[src/rtl/cordic_arbiter.sv]
// Two-requester round-robin front end for a shared CORDIC core with an in-order tag FIFO for result routing.
// Optional watchdog/flush enabled by defining CORDIC_ARB_TIMEOUT_EN.
module cordic_arbiter #(
   parameter int DATA_W      = 16,
   parameter int MAX_OUT     = 4,
   parameter int TIMEOUT_CYC = 64
) (
   input  logic              clk,
   input  logic              rst,
   input  logic [1:0]        req_valid,
   output logic [1:0]        req_ready,
   input  logic [DATA_W-1:0] req_data0,
   input  logic [DATA_W-1:0] req_data1,
   output logic              cordic_in_tvalid,
   output logic [DATA_W-1:0] cordic_in_tdata,
   input  logic              cordic_out_tvalid,
   input  logic [DATA_W-1:0] cordic_out_tdata,
   output logic [1:0]        rsp_valid,
   output logic [DATA_W-1:0] rsp_data,
   output logic              busy,
   output logic              stray_err,
   output logic              timeout_err
);

   localparam int PTR_W = $clog2(MAX_OUT);
   localparam int CNT_W = $clog2(MAX_OUT + 1);
   localparam logic [CNT_W-1:0] MAX_CNT = CNT_W'(MAX_OUT);

   typedef enum logic {ACTIVE, FLUSH} state_t;

   state_t             state_reg, state_next;
   logic               prio_reg;
   logic [CNT_W-1:0]   count_reg, count_next;
   logic [PTR_W-1:0]   wr_ptr_reg, rd_ptr_reg;
   logic               tag_mem [MAX_OUT];
   logic               cordic_in_tvalid_reg;
   logic [DATA_W-1:0]  cordic_in_tdata_reg;
   logic [1:0]         rsp_valid_reg;
   logic [DATA_W-1:0]  rsp_data_reg;
   logic               stray_err_reg;

   logic               pop, stray, room, issue, grant_id, wd_fire;
   logic [1:0]         accept;

   // A result arriving this cycle frees a slot, so a full FIFO can still accept.
   always_comb begin
      pop        = cordic_out_tvalid && (count_reg != '0) && (state_reg == ACTIVE);
      stray      = cordic_out_tvalid && (count_reg == '0);
      room       = (count_reg != MAX_CNT) || pop;
      req_ready  = 2'b00;
      if (state_reg == ACTIVE && room) begin
         if (prio_reg == 1'b0) begin
            if (req_valid[0])      req_ready = 2'b01;
            else if (req_valid[1]) req_ready = 2'b10;
         end else begin
            if (req_valid[1])      req_ready = 2'b10;
            else if (req_valid[0]) req_ready = 2'b01;
         end
      end
      accept   = req_ready & req_valid;
      issue    = |accept;
      grant_id = accept[1];
   end

   always_comb begin
      count_next = count_reg;
      case ({issue, pop})
         2'b10:   count_next = count_reg + 1'b1;
         2'b01:   count_next = count_reg - 1'b1;
         default: count_next = count_reg;
      endcase
      state_next = state_reg;
      if (state_reg == FLUSH)
         state_next = ACTIVE;
      else if (wd_fire)
         state_next = FLUSH;
   end

   always_ff @(posedge clk) begin
      if (rst) begin
         state_reg            <= ACTIVE;
         prio_reg             <= 1'b0;
         count_reg            <= '0;
         wr_ptr_reg           <= '0;
         rd_ptr_reg           <= '0;
         cordic_in_tvalid_reg <= 1'b0;
         cordic_in_tdata_reg  <= '0;
         rsp_valid_reg        <= 2'b00;
         rsp_data_reg         <= '0;
         stray_err_reg        <= 1'b0;
      end else begin
         state_reg            <= state_next;
         cordic_in_tvalid_reg <= issue;
         if (issue) begin
            cordic_in_tdata_reg <= grant_id ? req_data1 : req_data0;
            prio_reg            <= ~grant_id;
         end
         rsp_valid_reg <= 2'b00;
         if (pop) begin
            rsp_valid_reg <= tag_mem[rd_ptr_reg] ? 2'b10 : 2'b01;
            rsp_data_reg  <= cordic_out_tdata;
         end
         if (stray)
            stray_err_reg <= 1'b1;
         if (state_reg == FLUSH) begin
            count_reg  <= '0;
            wr_ptr_reg <= '0;
            rd_ptr_reg <= '0;
         end else begin
            count_reg <= count_next;
            if (issue) wr_ptr_reg <= wr_ptr_reg + 1'b1;
            if (pop)   rd_ptr_reg <= rd_ptr_reg + 1'b1;
         end
      end
   end

   // Tag storage has no reset; emptiness is tracked solely by count_reg.
   always_ff @(posedge clk) begin
      if (issue)
         tag_mem[wr_ptr_reg] <= grant_id;
   end

`ifdef CORDIC_ARB_TIMEOUT_EN
   localparam int WD_W = $clog2(TIMEOUT_CYC + 1);
   localparam logic [WD_W-1:0] WD_LAST = WD_W'(TIMEOUT_CYC - 1);

   logic [WD_W-1:0] wd_cnt_reg;
   logic            timeout_err_reg;
   logic            wd_clear;

   always_comb begin
      wd_clear = pop || (issue && count_reg == '0);
      wd_fire  = !wd_clear && (count_reg != '0) && (state_reg == ACTIVE) &&
                 (wd_cnt_reg == WD_LAST);
   end

   always_ff @(posedge clk) begin
      if (rst) begin
         wd_cnt_reg      <= '0;
         timeout_err_reg <= 1'b0;
      end else begin
         if (state_reg == FLUSH || wd_clear || wd_fire)
            wd_cnt_reg <= '0;
         else if (count_reg != '0)
            wd_cnt_reg <= wd_cnt_reg + 1'b1;
         if (wd_fire)
            timeout_err_reg <= 1'b1;
      end
   end

   assign timeout_err = timeout_err_reg;
`else
   assign wd_fire     = 1'b0;
   assign timeout_err = 1'b0;
`endif

   assign cordic_in_tvalid = cordic_in_tvalid_reg;
   assign cordic_in_tdata  = cordic_in_tdata_reg;
   assign rsp_valid        = rsp_valid_reg;
   assign rsp_data         = rsp_data_reg;
   assign busy             = (count_reg != '0);
   assign stray_err        = stray_err_reg;

endmodule

[config.mk]
export PLATFORM = sky130hd
export DESIGN_NAME = cordic_arbiter
export DESIGN_NICKNAME = d
export VERILOG_FILES = /design/src/rtl/cordic_arbiter.sv
export SDC_FILE = /design/constraint.sdc
export NUM_CORES = 1
export LEC_CHECK = 0
export ABC_CLOCK_PERIOD_IN_PS = 2400
export CAP_MARGIN = 20
export CELL_PAD_IN_SITES_DETAIL_PLACEMENT = 0
export CELL_PAD_IN_SITES_GLOBAL_PLACEMENT = 1
export CORE_ASPECT_RATIO = 2
export CORE_MARGIN = 4
export CORE_UTILIZATION = 29
export CTS_BUF_LIST = sky130_fd_sc_hd__clkbuf_2
export DETAILED_ROUTE_END_ITERATION = 8
export HOLD_SLACK_MARGIN = 0.05
export PLACE_DENSITY_LB_ADDON = 0.1
export SYNTH_ARGS = -nofsm -noshare
export SYNTH_HDL_FRONTEND = slang
export SYNTH_SLANG_ARGS = --single-unit
export TNS_END_PERCENT = 5
[constraint.sdc]
create_clock -name clk -period 2.4 [get_ports clk]
set_input_delay 0.24 -clock clk [delete_from_list [all_inputs] [get_ports clk]]
set_output_delay 0.24 -clock clk [all_outputs]
set_load 0.01 [all_outputs]
==> results by stage, run 1 <==
CTS:
- TritonCTS built the clock tree.
- The sink count of the clock tree is 50.
- The source-to-sink clock delay at the later pin of the worst-skew pair is around 0.44 ns.
- For this design, the CTS-stage hold fixing added 0 buffers.
- The longest clock path from root to sink contains 2 buffers.
- Clock-pin slew was measured on the worst setup and hold paths at 0.25 ns.
- The number of buffers created by CTS is 5.
- The H-tree was split into 2 levels.
- The cell chosen for the clock root is sky130_fd_sc_hd__clkbuf_2.

Global route:
- The via count of the first global-routing pass is roughly 2200.
- The aggregate global routing overflow is 0.
- The pin count of the biggest net entering global routing is 46.
- The initial antenna violation count is 0.
- Global routing consumed, over all layers together, between 10% and 20% of the routing resources.
- The first global-routing pass estimated 10700 µm of wire.

Floorplanning:
- Row generation in the floorplan step produced 45 rows.
- The floorplan step defined a die boundary enclosing 9390 µm².
- The die outline height is 133 µm.
- After floorplanning, the core was sized to cover around 7600 µm².
- The number of primary I/O pins is 93.
- Measured along the x axis, the die boundary spans 70.5 µm.
- The starting utilization of the core area is between 20% and 30%.

Route:
- Before antenna repair, the detailed router went through 4 iterations.
- The detailed router finished its first iteration with 106 violations.
- The routed design uses 470 µm of met3 wire.
- After detailed routing, no signal wire sits above met4.
- After detailed routing, the average wire length per cell comes to 15.1 µm.
- The number of remaining DRC errors is 0.
- Summed over all layers, the routed wires come to 6530 µm.
- Using the TritonRoute via totals, the vias-per-cell ratio works out to 4.99.
- Summed over all nets, wire length on met2 after detailed routing comes to between 3000 and 4000 µm.
- Across all layers, the routed design uses about 2200 vias.
- The detailed router put a total of 2490 µm of wire on met1.
- The post-route antenna net violation count is 0.

Synth:
- The total of warnings raised by yosys is 0.
- In this run, distinct cell masters in the synthesized netlist total 37.
- The arithmetic-cell share of the synthesized area counting full adders, half adders and majority gates is under 10%.
- Summing the areas of all compound-gate instances in the mapped netlist gives 21.2% of the synthesized area.
- The sequential share of the synthesized area is 45.9%.
- The gate count after technology mapping is 251.
- The cell area that synthesis handed to floorplanning was about 2300 µm².
- The combinational family with the most area after synthesis is compound AO/OA/AOI/OAI gates.
- The post-synthesis share of cell area spent on xor and xnor gates is 1.16%.
- Synthesis inferred 50 register bits.
- The simple logic cell fraction of the synthesized area is 18.4%.
- Averaged over all synthesized cells, the footprint is 9.04 µm².
- Counting every net in the synthesized netlist gives 310.
- Measured against the total synthesized area, the mux share comes to 0.993%.

Power and ir drop:
- The power per unit of standard cell area is 800 nW/µm².
- The peak ir drop on the vdd network is approximately 350 µV.
- The portion of total power attributed to sequential cells is 42.1%.
- Combinational logic burns 37.0% of the power.
- The internal power of the cells totals 1.81 mW.
- The power consumption is 2.69 mW.
- The portion of total power attributed to the clock network is 20.9%.
- For this design the static power due to leakage is 1.25 nW.
- Summed over all nets, the switching power comes to ~880 µW.
- In this run switching power makes up 32.8% of total power.

Placement:
- The area of placed instances is 3260 µm².
- Port buffering added 91 buffers.
- The placer congestion estimate is 0.722.
- Detailed placement finished with a half-perimeter wire length of approximately 4700 µm.
- The cell total after placement is 425.

Layout:
- After routing the design area is 3370 µm².
- The number of antenna diodes in the final layout is 0.
- The area growth from synthesis to final layout is 48.4%.
- Leaving out fill and tap cells, the most frequent cell in the layout is sky130_fd_sc_hd__clkdlybuf4s50_1.
- The top cell types in the final layout, fill and taps aside, are sky130_fd_sc_hd__clkdlybuf4s50_1, sky130_fd_sc_hd__dfxtp_1, sky130_fd_sc_hd__a21oi_1.
- At the end of the flow, the number of nets in the layout was 397.
- For this run, the share of the core covered by cells in the final layout is about 44%.
- The fraction of final layout cells with drive strength greater than 1 is 10.6%.
- The count of cells in the finished layout, fillers not included, comes to 433.

Worst setup path:
- STA puts the critical path data required time at 2.16 ns.
- For the worst setup path, the data arrival time is 2.00 ns.
- STA classifies the critical path endpoint as a primary output.
- The kind of critical path is flop to primary output.
- The peak fanout along the critical path is 22.
- The worst setup path is launched from a flop.

Timing:
- The transition time at the pin with the least slew margin is 0.892 ns.
- The maximum clock frequency is ~0.45 GHz.
- The number of setup violations in the final report is 0.
- The post-route minimum period is about 2.2 ns.
- Setup repair after global routing left no endpoint under its margin.
- The count of final max-slew check failures is 0.
- On the final layout, the worst clock skew is 0.0154 ns.
- In this run the tightest slew margin relative to its limit is 40.6%.
- The final critical-path share of the clock period is 93.4%.
- The final-report hold violation count is 0.

Outcome:
- The run finished with clean final reports.

Hold path:
- The tightest min-delay check is of the primary input to flop type.

Run:
- The tool flagged a number of max-cap violations equal to 0.
-- timing repair --
action	4_1_cts	5_1_grt
endpoints found under the setup margin	2	2
gates resized for setup	5	2
cloned	0	0
setup buffers	0	0
-- routing by layer --
| layer | up-vias | global-route usage [%] |
|---|---|---|
| li1 | 1077 | - |
| met1 | 1001 | 14.2 |
| met2 | 78 | 26.4 |
| met3 | 6 | 4.18 |
| met4 | 0 | 4.71 |
| met5 | - | 0 |
-- cell usage after synthesis --
master	instances	share of area (%)
sky130_fd_sc_hd__dfxtp_1	46	41
sky130_fd_sc_hd__a21oi_1	35	7.7
sky130_fd_sc_hd__nand2_1	32	5.3
sky130_fd_sc_hd__a311oi_1	16	6.2
sky130_fd_sc_hd__o31ai_1	14	4.6
sky130_fd_sc_hd__nand4_1	13	3.6
sky130_fd_sc_hd__inv_1	10	1.7
sky130_fd_sc_hd__nor2_1	10	1.7
sky130_fd_sc_hd__clkbuf_1	8	1.3
sky130_fd_sc_hd__buf_2	7	1.5
sky130_fd_sc_hd__o21ai_0	7	1.5
sky130_fd_sc_hd__buf_4	5	1.7
sky130_fd_sc_hd__ha_1	5	2.8
sky130_fd_sc_hd__nand3_1	5	1.1
sky130_fd_sc_hd__and3_1	4	1.1
sky130_fd_sc_hd__buf_6	4	2.0
sky130_fd_sc_hd__edfxtp_1	4	5.3
sky130_fd_sc_hd__nor4_1	3	0.83
sky130_fd_sc_hd__inv_2	2	0.33
sky130_fd_sc_hd__nor3_1	2	0.44
sky130_fd_sc_hd__or3_1	2	0.55
sky130_fd_sc_hd__xor2_1	2	0.77
sky130_fd_sc_hd__a21bo_2	1	0.44
sky130_fd_sc_hd__a21boi_0	1	0.33
sky130_fd_sc_hd__a21oi_2	1	0.39
sky130_fd_sc_hd__conb_1	1	0.17
sky130_fd_sc_hd__fa_1	1	0.88
sky130_fd_sc_hd__mux4_2	1	0.99
sky130_fd_sc_hd__nand2b_1	1	0.28
sky130_fd_sc_hd__nand3_4	1	0.77
sky130_fd_sc_hd__nor2b_1	1	0.28
sky130_fd_sc_hd__nor3_2	1	0.44
sky130_fd_sc_hd__nor3b_1	1	0.33
sky130_fd_sc_hd__nor4b_4	1	1.0
sky130_fd_sc_hd__or2_2	1	0.28
sky130_fd_sc_hd__or4b_1	1	0.44
sky130_fd_sc_hd__xnor2_1	1	0.39
-- cell families after synthesis --
group | Yosys count
simple gates | 79
compound gates | 75
flops | 50
buf+inv | 36
fa+ha+maj | 6
xor+xnor | 3
other cells | 1
mux | 1
-- path summary, 6_finish.rpt --
path	end	depth (start not counted)	start	slack (ns)
min	rsp_data[12]$_SDFFE_PP0P_	3	cordic_out_tdata[12]	0.31
min reg2reg	rsp_data[15]$_SDFFE_PP0P_	2	rsp_data[15]$_SDFFE_PP0P_	0.47
max reg2reg	count_reg[2]$_SDFFE_PP0P_	9	count_reg[0]$_SDFFE_PP0P_	0.23
max	req_ready[0]	4	count_reg[0]$_SDFFE_PP0P_	0.16
-- per-stage QoR --
stage	hold WS [ns]	setup slack (ns)	setup TNS, ns
floorplan	0.376	0.0828	0
global route	0.250	0.0160	0
detailed placement	0.448	-0.0682	-0.0682
global placement	0.442	-0.00806	-0.00806
finish	0.312	0.159	0
CTS	0.261	0.0111	0
-- cell type report --
class | instances | area, µm²
clock inverter | 3 | 68.8
tap | 94 | 118
timing repair buffer | 104 | 1010
sequential | 50 | 1050
inverter | 12 | 45.0
multi-input combinational | 165 | 1050
fill | 802 | 4240
clock buffer | 5 | 25.0
-- power groups by stage --
stage	clock, mW	combinational [mW]	sequential (mW)
finish	0.562	0.997	1.13
global route	0.620	1.11	1.16
CTS	0.591	1.02	1.14
detailed placement	0	1.02	1.14
global placement	0	1.00	1.14
floorplan	0	0.512	1.16
-- critical path, stage by stage (launching register included) --
cell and delay [ns]:
sky130_fd_sc_hd__dfxtp_4 0.43, sky130_fd_sc_hd__nor4b_4 0.32, sky130_fd_sc_hd__buf_6 0.26, sky130_fd_sc_hd__nor2_1 0.08, sky130_fd_sc_hd__clkdlybuf4s50_1 0.48
Power figures use the tool's default switching activity.
==> run 2: changes to the inputs <==
--- a/config.mk
+++ b/config.mk
@@ -11,9 +11,10 @@
 export CELL_PAD_IN_SITES_GLOBAL_PLACEMENT = 1
 export CORE_ASPECT_RATIO = 2
 export CORE_MARGIN = 4
-export CORE_UTILIZATION = 29
+export CORE_UTILIZATION = 42
 export CTS_BUF_LIST = sky130_fd_sc_hd__clkbuf_2
 export DETAILED_ROUTE_END_ITERATION = 8
+export DONT_BUFFER_PORTS = 1
 export HOLD_SLACK_MARGIN = 0.05
 export PLACE_DENSITY_LB_ADDON = 0.1
 export SYNTH_ARGS = -nofsm -noshare
==> results by stage, run 2 (synthesis results as in run 1) <==
Route:
- The routed length per placed instance is between 15 and 20 µm.
- Using the TritonRoute via totals, the vias-per-cell ratio works out to 5.74.
- The detail route stage leaves a number of antenna-violating nets equal to 0.
- The detailed router finished its first iteration with 46 violations.
- The count of vias placed by the detailed router is 2022.
- The number of remaining DRC errors is 0.
- The pre-antenna-repair detailed-routing pass consisted of 4 iterations.
- The total routed wirelength is a little over 6000 µm.

Global route:
- The via count of the first global-routing pass is 2120.
- The aggregate global routing overflow is 0.
- The initial antenna violation count is 0.
- The pin count of the biggest net entering global routing is 46.
- In the global route stage, overall resource usage came out at 18.6%.
- The first-pass GRT wire length is approximately 9700 µm.

Worst setup path:
- The largest individual stage delay along the critical path comes from the cell sky130_fd_sc_hd__dfxtp_2.
- STA classifies the critical path endpoint as a flop.
- Of all nets on the critical path, the largest fanout is 6.
- By instance count, the cell type seen most on the critical path is sky130_fd_sc_hd__inv_1.
- The peak per-stage delay on the critical path is approximately 0.42 ns.
- By startpoint and endpoint, the worst setup path is classified as flop to flop.
- For the worst setup path, the data arrival time is 2.62 ns.
- The critical path goes through nor4b_4, nor2_1, inv_1, ha_1, inv_1, fa_1, xor2_1, or3_1, a21oi_1.
- For the worst setup path, the data required time is ~2.8 ns.
- The worst setup path is launched from a flop.

Power and ir drop:
- The peak ir drop on the vdd network is 495 µV.
- The switching power is between 800 and 900 µW.
- The share of total power dissipated in combinational logic is 31.8%.
- Registers are responsible for 53.3% of the overall power.
- The switching share of power is 37.1%.
- The internal power of the cells totals roughly 1.4 mW.
- In this run the power density over the cells is 786 nW/µm².
- The analysis attributes to cell leakage a power of 1.09 nW.
- Of the total power, the clock network draws 14.9%.

CTS:
- The source-to-sink clock delay at the later pin of the worst-skew pair is 0.42 ns.
- The sink count of the clock tree is 50.
- The cell chosen for the clock root is sky130_fd_sc_hd__clkbuf_2.
- The clock passes through at most 2 buffers.
- The number of H-tree branching levels is 2.
- TritonCTS built the clock tree.
- The number of buffers created by CTS is 5.
- The register clock-pin slew on the reported worst setup and hold paths is 0.24 ns.

Layout:
- Once layout is done, the placed cells without fillers occupy ~2800 µm².
- The combined flip-flop and latch cell area is 1040 µm².
- At the end of the flow, the number of nets in the layout was 352.
- After the flow finishes, the layout carries non-filler instances totaling ~350.
- The most common library cell in the layout ignoring fill and taps is sky130_fd_sc_hd__dlygate4sd3_1.
- The area of the multi-input gates is 1040 µm².
- Cells with a size suffix above 1 make up 9.18% of the layout.
- The number of antenna diodes is 0.
- The filler cells instantiated in the layout total 500.
- Leaving out fill and tap cells, the most frequent cells in the layout are sky130_fd_sc_hd__dlygate4sd3_1, sky130_fd_sc_hd__dfxtp_1, sky130_fd_sc_hd__a21oi_1.
- The area growth from synthesis to final layout is 24.6%.

Floorplanning:
- The core region is 5180 µm².
- The die outline height is 112 µm.
- The horizontal die dimension is between 50 and 60 µm.
- The starting utilization of the core area is 43.8%.
- For this design the top-level I/O count stands at 93.
- The number of core rows is 37.
- The die area is 6710 µm².

Placement:
- The placed wire-length estimate after detailed placement is 3940 µm.
- The count of input and output buffers is 0.
- Summing all placed instances gives a cell area of between 2000 and 2500 µm².
- The placer congestion estimate is ~0.71.
- The cell total after placement is 291.
- Prior to clock tree synthesis, the placed netlist has a worst setup slack of 0.154 ns.

Timing:
- The number of setup violations in the final report is 0.
- The maximum clock frequency is between 0.4 and 0.5 GHz.
- In the post-route analysis, the smallest setup slack over all paths is 0.161 ns.
- The final-report hold violation count came to 0.
- Adding up every negative setup slack in the final design gives 0 ns.
- The count of final max-slew check failures is 0.
- Across all hold checks on the routed design, the worst slack comes to 0.0860 ns.
- The transition time at the pin with the least slew margin is 0.625 ns.
- The final critical-path share of the clock period is roughly 93%.
- Setup repair after global routing left no endpoint under its margin.
- For the finished layout, the period the worst path requires is about 2.2 ns.
- The worst slew margin relative to its limit is 58.3%.
- The clock arrives with 0.0205 ns of skew.

Run:
- The number of maximum-capacitance violations is 0.

Outcome:
- The flow ran to the end, and the final reports show no timing, DRC or antenna violations.

Hold path:
- The worst min-delay path class is primary input to flop.
==> run 2: path summary, 6_finish.rpt <==
kind                               from                         end  slack (ns)  cells after the start
max           count_reg[0]$_SDFFE_PP0P_   count_reg[2]$_SDFFE_PP0P_        0.16                      9
min                                 rst   count_reg[0]$_SDFFE_PP0P_        0.09                      2
max reg2reg   count_reg[0]$_SDFFE_PP0P_   count_reg[2]$_SDFFE_PP0P_        0.16                      9
min reg2reg  rd_ptr_reg[1]$_SDFFE_PP0P_  rd_ptr_reg[1]$_SDFFE_PP0P_        0.50                      2
==> run 2: metrics by stage <==
stage          util [%]  total power, mW
6_report           54.5             2.22
2_1_floorplan         -             1.67
4_1_cts            54.5             2.25
5_1_grt            54.5             2.39
3_5_place_dp       43.3             1.79
3_3_place_gp       43.3             1.75
==> run 2: per-layer routing <==
metal  track usage [%]  up-vias  share of wire (%)  routed length, µm
li1                  -      988                  -                  -
met1              17.6      946                 35               2110
met2              36.1       82                 56               3410
met3              4.64        6                7.3                439
met4              6.07        0                1.4                 86
met5                 0        -                  0                  0
==> run 2: repair_timing <==
item,in CTS,in global routing
resized for setup,0,2
hold buffers,53,0
buffers inserted,0,0
endpoints found under the setup margin,0,1
hold endpoints to repair,50,0
==> run 2: power by group through the flow <==
stage / Sequential [mW] / Clock [mW] / Combinational [mW]
after floorplan: 1.16 / 0 / 0.512
after global placement: 1.19 / 0 / 0.557
after detailed placement: 1.20 / 0 / 0.591
after CTS: 1.18 / 0.355 / 0.708
after global routing: 1.21 / 0.377 / 0.802
final: 1.18 / 0.331 / 0.706
==> run 2: final cells by class <==
type	count	area share (%)
clock inverter	2	0.354
tap	58	2.57
clock buffer	6	1.06
sequential	50	36.9
multi-input combinational	165	36.8
inverter	12	1.59
timing repair buffer	59	20.7
==> run 2: worst max-delay path, delay by kind of cell (launching register included) <==
| family | cells | cell delay [ns] |
|---|---|---|
| AO/OA/AOI/OAI | 1 | 0.15 |
| adder cells (fa/ha/maj) | 2 | 0.57 |
| buffers and inverters | 2 | 0.16 |
| AND/OR/NAND/NOR | 3 | 0.71 |
| XOR/XNOR | 1 | 0.17 |
| flip-flops | 1 | 0.42 |
==> run 3: changes to the inputs <==
==> constraint.sdc (replaced) <==
create_clock -name clk -period 2.4 [get_ports clk]
set_input_delay 0.48 -clock clk [delete_from_list [all_inputs] [get_ports clk]]
set_output_delay 0.48 -clock clk [all_outputs]
set_load 0.01 [all_outputs]
==> results by stage, run 3 (synthesis results as in run 1) <==
Hold path:
- The worst hold path belongs to the class primary input to flop.
- The start point of the worst hold path is cordic_out_tdata[0].
- The end point of the worst hold path is rsp_data[0]$_SDFFE_PP0P_.
- The worst hold path was traced through 2 stages.

CTS:
- The sink count of the clock tree is 50.
- TritonCTS built the clock tree.
- The number of clock buffers added by TritonCTS is 5.
- The cell chosen for the clock root is sky130_fd_sc_hd__clkbuf_2.
- The clock passes through at most 2 buffers.
- The count of buffers added by post-CTS timing repair for setup is 0.
- After clock tree synthesis, the clock-pin slew on the worst setup and hold paths is 0.25 ns.
- The source-to-sink clock delay at the later pin of the worst-skew pair is 0.44 ns.
- The number of H-tree branching levels is 2.

Power and ir drop:
- The worst-case IR drop observed on VDD is 549 µV.
- The switching share of power is 36.0%.
- The switching power is approximately 800 µW.
- The internal power consumption is 1.42 mW.
- Summed over all cells, the static leakage comes to approximately 0.87 nW.
- The portion of total power attributed to the clock network is 19.9%.
- The combinational fraction of design power is 26.7%.
- The power consumption is 2.21 mW.
- For this design the ratio of total power to cell area is 942 nW/µm².
- The portion of total power attributed to sequential cells is 53.4%.

Global route:
- The via count of the first global-routing pass is 1827.
- The pin count of the biggest net entering global routing is 45.
- The aggregate global routing overflow is 0.
- The first-pass GRT wire length is approximately 9000 µm.
- The combined global-route utilization of all metal layers is between 10% and 20%.
- The initial antenna violation count is 0.

Worst setup path:
- The family with the most delay on the worst path is simple AND/OR/NAND/NOR gates.
- At the worst endpoint, the required time is 1.92 ns.
- The data arrival time at the worst-slack endpoint is roughly 1.7 ns.
- In this run the critical register-to-register path is captured at count_reg[2]$_SDFFE_PP0P_.
- In this run the critical register-to-register path is launched from count_reg[0]$_SDFFE_PP0P_.
- For the worst flop-to-flop path, the logic depth is 9.
- The worst setup path is captured at a primary output.
- For this design, the slowest cell found on the critical path is sky130_fd_sc_hd__or4b_1.
- The setup path with the least slack is of type flop to primary output.
- On the worst path, the slowest cell contributes a delay of 0.61 ns.
- STA classifies the critical path startpoint as a flop.
- In this run the worst path has a maximum fanout of 6.
- Counting both buffers and inverters, the worst setup path holds a total of 1.
- The worst-case register-to-register setup slack is 0.21 ns.
- Traced cell by cell, the critical path runs through or4b_1, nand3_4, inv_1.

Layout:
- Relative to the synthesized area, the layout overhead comes to 3.47%.
- Leaving out fill and tap cells, the most frequent cell in the layout is sky130_fd_sc_hd__dfxtp_1.
- Measured on the finished design, the core utilization comes to between 40 and 50%.
- Of the cells placed in the final design, the portion with a size suffix greater than 1 is 11.1%.
- The number of antenna diodes in the final layout is 0.
- In the layout the commonest cells are sky130_fd_sc_hd__dfxtp_1, sky130_fd_sc_hd__a21oi_1, sky130_fd_sc_hd__nand2_1.
- The post-layout instance area is around 2300 µm².
- The post-layout net count is 302.

Timing:
- The final-report hold violation count came to 0.
- The maximum clock frequency is 0.456 GHz.
- Setup repair after global routing left no endpoint under its margin.
- The setup clock skew after layout is 0.0239 ns.
- Setup violations remaining at the end of the flow were counted as 0.
- The count of final max-slew check failures is 0.
- The post-route minimum period is about 2.2 ns.
- The hold slack is 0.152 ns.
- After layout, the worst path uses between 90% and 100% of the clock period.
- In the final timing run, aggregate negative setup slack is 0 ns.

Route:
- In the routed layout, each cell is associated on average with a via count of 5.93.
- After detailed routing, the number of remaining DRC violations is 0.
- In this run, the number of DRC markers left after iteration 0 of detailed routing was 58.
- The number of iterations in the first detailed-routing pass is 4.
- Wires add up to 5520 µm.
- In the final routed layout, each cell accounts on average for 18.3 µm.
- In this run the remaining antenna-violating nets after routing total 0.
- The count of vias placed by the detailed router is 1791.

Placement:
- Input and output buffers added on the ports amount to 0.
- The placed instances occupy a cell area of ~2300 µm².
- Routability-driven placement finished with a final weighted congestion of 0.770.
- The placed wire-length estimate after detailed placement is 4000 µm.

Floorplanning:
- Once the floorplan was initialized, standard cells occupied 43.8% of the core.
- In this run the count of I/O pins placed on the die edge is between 90 and 100.
- The die covers 6710 µm².
- The number of core rows is 37.
- In this run the vertical extent of the chip is 112 µm.
- The floorplan step defined a core boundary enclosing 5180 µm².
- The horizontal die dimension is 60.0 µm.

Outcome:
- The run finished with clean final reports.

Run:
- The tool flagged a number of max-cap violations equal to 0.
run 3: layer usage:
layer,GRT usage (%),share of wire [%]
met4,6.66,1.7
met1,18.3,33
met5,0,0
met3,5.57,9.2
met2,31.8,56
run 3: worst max path at each step:
stage | start | end | slack, ns | cells past startpoint
final | count_reg[0]$_SDFFE_PP0P_ | req_ready[1] | 0.21 | 3
after CTS | count_reg[0]$_SDFFE_PP0P_ | req_ready[1] | 0.09 | 3
after floorplan | cordic_out_tvalid | count_reg[2]$_SDFFE_PP0P_ | 0.03 | 10
after detailed placement | cordic_out_tvalid | count_reg[2]$_SDFFE_PP0P_ | 0.20 | 9
after global placement | cordic_out_tvalid | count_reg[2]$_SDFFE_PP0P_ | 0.29 | 9
after global routing | count_reg[2]$_SDFFE_PP0P_ | count_reg[2]$_SDFFE_PP0P_ | 0.04 | 9
run 3: per-stage QoR:
step	setup slack [ns]	std cells
CTS	0.0920	302
finish	0.205	302
detailed placement	0.197	292
global placement	0.293	292
floorplan	0.0286	251
global route	0.0364	302
run 3: power groups by stage:
stage / clock network [mW] / registers, mW / logic (mW)
2_1_floorplan: 0 / 1.16 / 0.512
3_3_place_gp: 0 / 1.19 / 0.560
3_5_place_dp: 0 / 1.20 / 0.586
4_1_cts: 0.466 / 1.19 / 0.604
5_1_grt: 0.487 / 1.21 / 0.685
6_report: 0.440 / 1.18 / 0.590
run 3: worst register-to-register path, delay by kind of cell (launching register included):
| family | cells | cell delay [ns] |
|---|---|---|
| DFF | 1 | 0.42 |
| AOI/OAI and AO/OA | 1 | 0.14 |
| adders and majority gates | 2 | 0.55 |
| and+or+nand+nor | 3 | 0.71 |
| xor gates and xnor gates | 1 | 0.16 |
| buffers and inverters | 2 | 0.15 |
run 3: final cells by class:
cell class              instances  area [µm²]
fillers                       560        2840
flip-flops and latches         50        1040
multi-input cells             165        1040
repair buffers                  9        82.6
well taps                      58        72.6
inverters                      12        45.0
clock inverters                 3        40.0
clock buffers                   5        25.0
run 3: repair_timing:
item                                   4_1_cts  5_1_grt
setup endpoints to repair                    0        1
endpoints found under the hold margin       44        0
gates resized for setup                      0        1
hold buffers                                 2        0
==> RTL change: new RTL, flow settings as in run 2 <==
`MAX_OUT`: 4 -> 8.
--- a/src/rtl/cordic_arbiter.sv
+++ b/src/rtl/cordic_arbiter.sv
@@ -3,5 +3,5 @@
 module cordic_arbiter #(
    parameter int DATA_W      = 16,
-   parameter int MAX_OUT     = 4,
+   parameter int MAX_OUT     = 8,
    parameter int TIMEOUT_CYC = 64
 ) (
Behaviour: not the same (a bounded check fails within 10 cycles, from zero or initial values and one cycle with rst high).
==> RTL change against run 2 <==
- non-clock buffer count is 1 higher
- setup slack got worse by 100 ps
- combinational power is 24% higher
- sequential cell count up 8
- wire length is 3.7% lower
- design area rose by 14%
- synthesized area increased by 10%
- total power rose by 21%
- critical path type unchanged
==> RTL change: results <==
set metrics [dict create \
    critical_path.top_delay_family "simple AND/OR/NAND/NOR gates" \
    synth-edff-count 8 \
    n_antenna_cell 0 \
    maxUsedRoutingLayer "met4" \
    status "finished, final reports clean" \
    track_usage 0.1650 \
    max_stage_delay_ps 400 \
    slew_headroom 0.5231 \
    grt_pass1_vias 1888 \
    vdd.ir_drop.worst_mv 0.5470 \
    gp_congestion 0.6945 \
    crit_slowest_cell "or3_4" \
    p_sw_frac 0.3602 \
    post_cts_resized 1 \
    worstSkewPairLatency_ps 480 \
    m1WireLength_um 2223 \
    htree_levels 3 \
    drive_gt1_frac 0.1792 \
    synth_nets 306 \
    drt_first_iter_violations 78 \
    clk_pin_slew_ps 150 \
    yosysSeqAreaShare 0.4965 \
    hpwl_um 3689 \
    wl_met2_um 3049 \
    yosys-top-cells-count "50 x dfxtp_1, 39 x nand2_1, 29 x nor2_1, 23 x a21oi_1, 18 x mux2i_1" \
    viasPerCell 5.106 \
    drt_wl_total_um 5821 \
    p_leak_nw 1.291 \
    synthTopCellsByArea "dfxtp_1 40%, edfxtp_1 9.6%, a211oi_2 7.5%, mux2i_1 7.2%, nand2_1 5.9%" \
    fin_skew_ps 24.51 \
    fin_nets 361 \
    grt_pass1_wl_um 9246 \
    grt_max_degree 50 \
    cpMostUsedCell "xor2_1" \
    critPathMaxFanout 4 \
    cts_buffers 9 \
    wl_met3_um 430 \
    async_flop_share 0 \
    ctsHoldBuffers 51 \
    ys_types 35 \
]
-- RTL change: cell count changes in the layout (fill, tap and decap cells not counted), moves of 6 or more --
cell / change
a311oi_1: -16
nand4_1: -13
a211oi_2: +15
o21ai_0: -6
nor2_1: +18
o31ai_1: -13
nand2_1: +7
mux2i_1: +18
a21oi_1: -13
inv_1: -7
-- RTL change: per-stage QoR --
stage	util	area [um2]	worst slack, ps	power [mW]	std cells
2_1_floorplan	-	2539	-14.78	1.962	248
3_3_place_gp	0.4511	2597	27.70	2.126	302
3_5_place_dp	0.4511	2597	12.73	2.142	302
4_1_cts	0.5567	3206	23.25	2.721	368
5_1_grt	0.5595	3222	-60.47	2.885	368
6_report	0.5595	3222	57.51	2.684	368
-- RTL change: cell families (layout without fill, tap and decap cells) --
logic type / after synthesis / in the layout / share of synthesized area
and+or+nand+nor: 90 / 90 / 0.1657
DFF: 58 / 58 / 0.4965
AOI/OAI and AO/OA: 45 / 45 / 0.1547
buffers and inverters: 22 / 81 / 0.04104
muxes: 21 / 21 / 0.09459
xor gates and xnor gates: 6 / 6 / 0.02102
adders and majority gates: 5 / 5 / 0.02503
other: 1 / 1 / 0.001500
-- RTL change: final cells by class --
cell class / count / area [um2]
fillers: 530 / 2536
flip-flops and latches: 58 / 1242
multi-input cells: 168 / 1207
repair buffers: 60 / 595.6
well taps: 61 / 76.32
clock buffers: 10 / 50.05
inverters: 6 / 27.53
clock inverters: 5 / 22.52
-- RTL change: layer usage --
metal / global-route usage / vias to the layer above
met5: 0 / -
met4: 0.07965 / 0
met3: 0.07545 / 7
met2: 0.2860 / 58
met1: 0.1684 / 852
li1: - / 962
-- RTL change: worst paths after layout --
kind / startpoint / endpoint / slack (ps) / cells after the start
max: count_reg[0]$_SDFFE_PP0P_ / count_reg[2]$_SDFFE_PP0P_ / 60 / 10
min: cordic_out_tvalid / prio_reg$_SDFFE_PP0P_ / 120 / 3
max reg2reg: count_reg[0]$_SDFFE_PP0P_ / count_reg[2]$_SDFFE_PP0P_ / 60 / 10
min reg2reg: rd_ptr_reg[1]$_SDFFE_PP0P_ / register / 460 / 2
-- RTL change: power by group through the flow --
| stage | sequential [mW] | combinational, mW | clock [mW] |
|---|---|---|---|
| floorplan | 1.34 | 0.625 | 0 |
| global placement | 1.37 | 0.753 | 0 |
| detailed placement | 1.37 | 0.768 | 0 |
| CTS | 1.35 | 0.879 | 0.490 |
| global route | 1.37 | 0.979 | 0.533 |
| finish | 1.35 | 0.876 | 0.461 |
-- RTL change: worst register-to-register path: cells and delay by family, from the launching register on --
| kind | cells | cell delay [ps] |
|---|---|---|
| buf+inv | 1 | 80 |
| xor+xnor | 2 | 290 |
| compound gates | 3 | 520 |
| simple gates | 2 | 730 |
| flops | 1 | 350 |
| fa+ha+maj | 2 | 320 |
